File: config.mk
export PLATFORM = sky130hd
export DESIGN_NAME = ex_mem_stage
export DESIGN_NICKNAME = d
export VERILOG_FILES = /design/src/rtl/ex_mem_stage.sv
export SDC_FILE = /design/constraint.sdc
export NUM_CORES = 2
export LEC_CHECK = 0
export CORE_MARGIN = 2
export CORE_UTILIZATION = 62
export DETAILED_ROUTE_END_ITERATION = 6
export GPL_TIMING_DRIVEN = 1
export PLACE_DENSITY = 0.87
export SETUP_SLACK_MARGIN = 0.5
export SLEW_MARGIN = 30
export SYNTH_ARGS = -nofsm -noshare
export SYNTH_HDL_FRONTEND = slang
export SYNTH_SLANG_ARGS = --single-unit
export TNS_END_PERCENT = 5
File: constraint.sdc
create_clock -name Clk -period 9.1 [get_ports Clk]
set_input_delay 1.365 -clock Clk [delete_from_list [all_inputs] [get_ports Clk]]
set_output_delay 1.365 -clock Clk [all_outputs]
set_load 0.005 [all_outputs]
File: src/rtl/ex_mem_stage.sv
// LEGv8 execute stage plus EX/MEM pipeline register.
// Single-cycle ALU ops and a shift-add multiply that holds ID/EX while it iterates.
module ex_mem_stage #(
  parameter int WIDTH      = 64,
  parameter int MUL_CYCLES = 64
) (
  input  logic             Clk,
  input  logic             Rst_n,
  input  logic             IValid,
  input  logic             IFlush,
  input  logic [WIDTH-1:0] IReadData1,
  input  logic [WIDTH-1:0] IReadData2,
  input  logic [WIDTH-1:0] ISignExtend,
  input  logic [WIDTH-1:0] IRegisterPC,
  input  logic [2:0]       IEX,
  input  logic [2:0]       IM,
  input  logic [1:0]       IWB,
  input  logic [10:0]      IInstruction3121,
  input  logic [4:0]       IInstruction40,
  output logic             OStall,
  output logic             OValid,
  output logic [WIDTH-1:0] OALUResult,
  output logic             OZero,
  output logic [WIDTH-1:0] OBranchTarget,
  output logic [WIDTH-1:0] OReadData2,
  output logic [2:0]       OM,
  output logic [1:0]       OWB,
  output logic [4:0]       OInstruction40
);

  localparam int CW = $clog2(MUL_CYCLES);
  localparam logic [CW-1:0] LAST_COUNT = CW'(MUL_CYCLES - 1);

  localparam logic [10:0] OP_ADD = 11'b10001011000;
  localparam logic [10:0] OP_SUB = 11'b11001011000;
  localparam logic [10:0] OP_AND = 11'b10001010000;
  localparam logic [10:0] OP_ORR = 11'b10101010000;
  localparam logic [10:0] OP_MUL = 11'b10011011000;

  typedef enum logic {ST_IDLE, ST_MUL} state_t;

  state_t           state_q, state_d;
  logic [CW-1:0]    count_q, count_d;
  logic [WIDTH-1:0] acc_q, acc_d;
  logic [WIDTH-1:0] mcand_q, mcand_d;
  logic [WIDTH-1:0] mplier_q, mplier_d;

  // Copies of the multiply's side-band fields, so ID/EX may change under us.
  logic [WIDTH-1:0] savedTarget_q, savedTarget_d;
  logic [WIDTH-1:0] savedReadData2_q, savedReadData2_d;
  logic [2:0]       savedM_q, savedM_d;
  logic [1:0]       savedWB_q, savedWB_d;
  logic [4:0]       savedRd_q, savedRd_d;

  logic             valid_q, valid_d;
  logic [WIDTH-1:0] result_q, result_d;
  logic             zero_q, zero_d;
  logic [WIDTH-1:0] target_q, target_d;
  logic [WIDTH-1:0] readData2_q, readData2_d;
  logic [2:0]       m_q, m_d;
  logic [1:0]       wb_q, wb_d;
  logic [4:0]       rd_q, rd_d;

  logic [WIDTH-1:0] operandB;
  logic [WIDTH-1:0] aluResult;
  logic [WIDTH-1:0] branchTarget;
  logic [WIDTH-1:0] accNext;
  logic             isMul;
  logic             lastIter;

  assign operandB     = IEX[2] ? ISignExtend : IReadData2;
  assign branchTarget = IRegisterPC + (ISignExtend << 2);
  assign isMul        = (IEX[1:0] == 2'b10) && (IInstruction3121 == OP_MUL);
  assign accNext      = acc_q + (mplier_q[0] ? mcand_q : '0);
  assign lastIter     = (count_q == LAST_COUNT);

  always_comb begin
    aluResult = '0;
    case (IEX[1:0])
      2'b00: aluResult = IReadData1 + operandB;
      2'b01: aluResult = operandB;
      2'b10: begin
        case (IInstruction3121)
          OP_ADD:  aluResult = IReadData1 + operandB;
          OP_SUB:  aluResult = IReadData1 - operandB;
          OP_AND:  aluResult = IReadData1 & operandB;
          OP_ORR:  aluResult = IReadData1 | operandB;
          default: aluResult = '0;
        endcase
      end
      default: aluResult = '0;
    endcase
  end

  // Next-state logic; a bubble clears only valid/WB/M and holds everything else.
  always_comb begin
    state_d          = state_q;
    count_d          = count_q;
    acc_d            = acc_q;
    mcand_d          = mcand_q;
    mplier_d         = mplier_q;
    savedTarget_d    = savedTarget_q;
    savedReadData2_d = savedReadData2_q;
    savedM_d         = savedM_q;
    savedWB_d        = savedWB_q;
    savedRd_d        = savedRd_q;
    valid_d          = 1'b0;
    result_d         = result_q;
    zero_d           = zero_q;
    target_d         = target_q;
    readData2_d      = readData2_q;
    m_d              = 3'b000;
    wb_d             = 2'b00;
    rd_d             = rd_q;

    if (IFlush) begin
      state_d = ST_IDLE;
      count_d = '0;
    end else begin
      case (state_q)
        ST_IDLE: begin
          if (IValid && isMul) begin
            state_d          = ST_MUL;
            count_d          = '0;
            acc_d            = '0;
            mcand_d          = IReadData1;
            mplier_d         = operandB;
            savedTarget_d    = branchTarget;
            savedReadData2_d = IReadData2;
            savedM_d         = IM;
            savedWB_d        = IWB;
            savedRd_d        = IInstruction40;
          end else if (IValid) begin
            valid_d     = 1'b1;
            result_d    = aluResult;
            zero_d      = (aluResult == '0);
            target_d    = branchTarget;
            readData2_d = IReadData2;
            m_d         = IM;
            wb_d        = IWB;
            rd_d        = IInstruction40;
          end
        end
        ST_MUL: begin
          acc_d    = accNext;
          mcand_d  = mcand_q << 1;
          mplier_d = mplier_q >> 1;
          count_d  = count_q + 1'b1;
          if (lastIter) begin
            state_d     = ST_IDLE;
            count_d     = '0;
            valid_d     = 1'b1;
            result_d    = accNext;
            zero_d      = (accNext == '0);
            target_d    = savedTarget_q;
            readData2_d = savedReadData2_q;
            m_d         = savedM_q;
            wb_d        = savedWB_q;
            rd_d        = savedRd_q;
          end
        end
        default: begin
          state_d = ST_IDLE;
          count_d = '0;
        end
      endcase
    end
  end

  always_ff @(posedge Clk or negedge Rst_n) begin
    if (!Rst_n) begin
      state_q          <= ST_IDLE;
      count_q          <= '0;
      acc_q            <= '0;
      mcand_q          <= '0;
      mplier_q         <= '0;
      savedTarget_q    <= '0;
      savedReadData2_q <= '0;
      savedM_q         <= '0;
      savedWB_q        <= '0;
      savedRd_q        <= '0;
      valid_q          <= 1'b0;
      result_q         <= '0;
      zero_q           <= 1'b0;
      target_q         <= '0;
      readData2_q      <= '0;
      m_q              <= '0;
      wb_q             <= '0;
      rd_q             <= '0;
    end else begin
      state_q          <= state_d;
      count_q          <= count_d;
      acc_q            <= acc_d;
      mcand_q          <= mcand_d;
      mplier_q         <= mplier_d;
      savedTarget_q    <= savedTarget_d;
      savedReadData2_q <= savedReadData2_d;
      savedM_q         <= savedM_d;
      savedWB_q        <= savedWB_d;
      savedRd_q        <= savedRd_d;
      valid_q          <= valid_d;
      result_q         <= result_d;
      zero_q           <= zero_d;
      target_q         <= target_d;
      readData2_q      <= readData2_d;
      m_q              <= m_d;
      wb_q             <= wb_d;
      rd_q             <= rd_d;
    end
  end

  // Stall is forced low in reset so every output reads 0 while Rst_n is asserted.
  assign OStall = Rst_n && !IFlush &&
                  ((state_q == ST_IDLE && IValid && isMul) ||
                   (state_q == ST_MUL && !lastIter));

  assign OValid         = valid_q;
  assign OALUResult     = result_q;
  assign OZero          = zero_q;
  assign OBranchTarget  = target_q;
  assign OReadData2     = readData2_q;
  assign OM             = m_q;
  assign OWB            = wb_q;
  assign OInstruction40 = rd_q;

endmodule

==> impl_metrics.ini <==
[cells_and_area]
drive_gt1_frac = 0.0611
syn_to_final_growth_pct = 18.2
mostFrequentLayoutCells = nand2_1 (656), o21ai_0 (573), dfrtp_1 (540)
fillers = 4871
final-seq-area_mm2 = 0.0135
layout_commonest_cell = nand2_1
instances_no_fill = 6435
final_nets = 6146
multi_input_area_mm2 = 0.0272

[cts]
h-tree-depth = 2
cts_tree = built
cts_sinks = 541
cts_root_buffer = clkbuf_16
cts_buffers = 59
cts_buffer_depth = 3
cts_hold_buf = 0
ctsResizeCount = 0
cts_setup_buffers = 0
clk_pin_slew_ps = 60
insertion_delay_ps = 660

[logic_synthesis]
ys_seq_area_frac = 0.318
synthCells = 5158
syn_avg_cell_area_um2 = 8.26
synthTopCellsByArea = dfrtp_1 (32%), ha_1 (10%), o21ai_0 (6.8%)
syn_nets = 5802
yosysUniqueCellTypes = 102
yosysTopAreaCell = dfrtp_1
synth_seq_cells = 541
synthArstFlopShare = 1.00
synth_area_mm2 = 0.0426
synth_top_area_frac = 0.318
synth_edf_count = 0
synth_warnings = 0
synth_flop_cell = dfrtp_1

[status]
outcome = completed

[flow_run]
maxCapViolCount = 0

[timing]
period_minus_slack_ps = 7220
slew_headroom = 0.250
setup_viol = 0
rsz0062_at_grt = false
finalClockSkew_ps = 25.7
hold_viol = 0
period_share = 0.793
fin_setup_tns_ps = 0
maxSlewViolCount = 0
setup_slack_ps = 1880
worst_pin_slew_ps = 1120
fmax_mhz = 139

[place]
pre_cts_ws_ps = 1600
place_congestion = 1.07
dp.final_hpwl_um = 127000
placed_cells = 6321
io_buffers = 488

[routing]
wl_um = 173000
vias = 43608
ant_nets = 0
post_drt_wl_per_cell_um = 26.9
viasPerCell = 6.78
first_pass_iters = 7
drt_iter0_drc = 5478
drc = 0

[global_routing]
grt_pass1_wl_um = 256000
grtUsageTotal = 0.473
grt_overflow = 0
grt_pass1_vias = 42634
antenna_found_initial = 6
grt_max_degree = 199

[setup_path]
max_stage_delay_ps = 970
critPathTopFamily = compound AO/OA/AOI/OAI gates
crit_buf_inv = 3
crit_arrival_ps = 7810
start_kind = input pin
crit_fanout = 5
worstSetupPathType = input pin to flip-flop
path_cells = clkdlybuf4s50_1, mux2i_1, inv_1, ha_1, inv_1, fa_1, o21bai_1, a22o_1, o21a_1, nand4_1, a2111oi_1, nor3_1, a311oi_1, o21ai_1, xnor2_1, a222oi_1, o21ai_0, or4_1, nor3_1, a21o_1
crit_path_top_delay_cell = a2111oi_1
crit_required_ps = 9690
cp-end-kind = flip-flop

[power]
seq_power_share = 0.352
max-vdd-ir-drop_v = 0.000151
switching_share = 0.340
switchingPower_w = 0.00257
p_per_area_mw_per_mm2 = 150
p_leak_nw = 23.2
design_power_total_w = 0.00756
internal_power_w = 0.00499
combPwrFrac = 0.305
power.share.clock = 0.344

[die]
core-area_mm2 = 0.0683
start_util = 0.624
die_x_um = 266
ios = 489
die_h_um = 266
core.rowCount = 96
die-area_mm2 = 0.0709

[worst_hold_path]
hp-class = flip-flop to flip-flop
-- power groups by stage --
| stage | registers [W] | clock network [W] | logic (W) |
|---|---|---|---|
| final | 0.00266 | 0.00260 | 0.00230 |
| after global routing | 0.00267 | 0.00269 | 0.00243 |
| after CTS | 0.00265 | 0.00260 | 0.00222 |
| after detailed placement | 0.00269 | 0 | 0.00219 |
| after global placement | 0.00268 | 0 | 0.00215 |
| after floorplan | 0.00269 | 0 | 0.00114 |
-- flip-flops by register name, indices dropped and copies added, names as in the netlist, 5 cells and up --
signal	count
OALUResult	64
OBranchTarget	64
OInstruction40	5
OReadData2	64
acc_q	64
count_q	6
mcand_q	64
mplier_q	64
savedRd_q	5
savedReadData2_q	64
savedTarget_q	64
-- worst paths after layout --
kind                                          end  slack [ps]           start  depth (start not counted)
worst max-delay path                        OZero        1880   IReadData2[0]                         20
worst max register to register              OZero        2690     mplier_q[0]                         18
max in group asynchronous       savedTarget_q[57]        5920           Rst_n                          5
worst min register to register     OALUResult[57]         480  OALUResult[57]                          2
worst min-delay path               OALUResult[57]         480  OALUResult[57]                          2
min in group asynchronous               acc_q[18]         620           Rst_n                          1
-- worst register-to-register path: stages (launching register included) --
cell and delay [ps]:
dfrtp_1 360, buf_4 270, and2_1 270, ha_1 220
fa_1 450, a211oi_1 670, o21a_1 340, nor4_1 130
o31a_1 410, o211ai_1 640, a311oi_1 310, a2111oi_0 460
o21bai_1 120, xor2_1 220, nor3_1 440, nand4_1 220
nand4b_1 270, o41ai_1 410, a21o_1 130
-- routing by layer --
| metal | track usage | wire (µm) | vias up |
|---|---|---|---|
| li1 | - | - | 19178 |
| met1 | 0.555 | 61500 | 20678 |
| met2 | 0.737 | 76700 | 2843 |
| met3 | 0.108 | 17200 | 905 |
| met4 | 0.398 | 17900 | 4 |
| met5 | 0 | 31 | - |
-- through the flow --
stage / cell area (µm²) / utilization / hold slack, ps
floorplan: 42600 / - / 450
global placement: 48200 / 0.706 / 453
detailed placement: 48300 / 0.706 / 469
CTS: 50300 / 0.736 / 483
global route: 50400 / 0.737 / 506
finish: 50400 / 0.737 / 478
-- logic make-up after synthesis --
group                    after synthesis  share of synthesized area
AO/OA/AOI/OAI                       1672                      0.243
XOR/XNOR                             183                     0.0376
adder cells (fa/ha/maj)              360                      0.106
buffers and inverters                531                     0.0473
flip-flops                           541                      0.318
multiplexers                         350                     0.0849
AND/OR/NAND/NOR                     1521                      0.163
-- synth_stat cells (12+ instances only) --
library cell	n
mux2i_1	256
o21ai_0	575
o22ai_1	46
clkbuf_1	250
nor2_1	377
and3_1	25
dfrtp_1	541
or4_1	15
a211o_1	16
nand3_1	59
a221o_1	19
nor4_1	38
mux2_2	94
o21a_1	42
o31a_1	15
ha_1	356
a22o_1	41
a211oi_1	48
nor2b_1	24
a22oi_1	14
a2111oi_0	13
a31oi_1	37
o21bai_1	50
a21oi_1	437
inv_1	234
o31ai_1	30
or3_1	25
buf_2	12
and2_1	83
xor2_1	72
xnor2_1	111
a221oi_1	15
buf_1	28
nor3_1	68
o221ai_1	15
a21o_1	99
o41ai_1	12
nand2b_1	45
o211ai_1	32
nand2_1	657
nand4_1	39
-- final cells by class --
| type | count | area share |
|---|---|---|
| repair buffers | 576 | 0.112 |
| well taps | 882 | 0.0219 |
| clock buffers | 83 | 0.0343 |
| flip-flops and latches | 541 | 0.269 |
| inverters | 238 | 0.0178 |
| multi-input cells | 4086 | 0.539 |
| clock inverters | 25 | 0.00670 |
| diodes | 4 | 0.000199 |
Power figures use the tool's default switching activity.
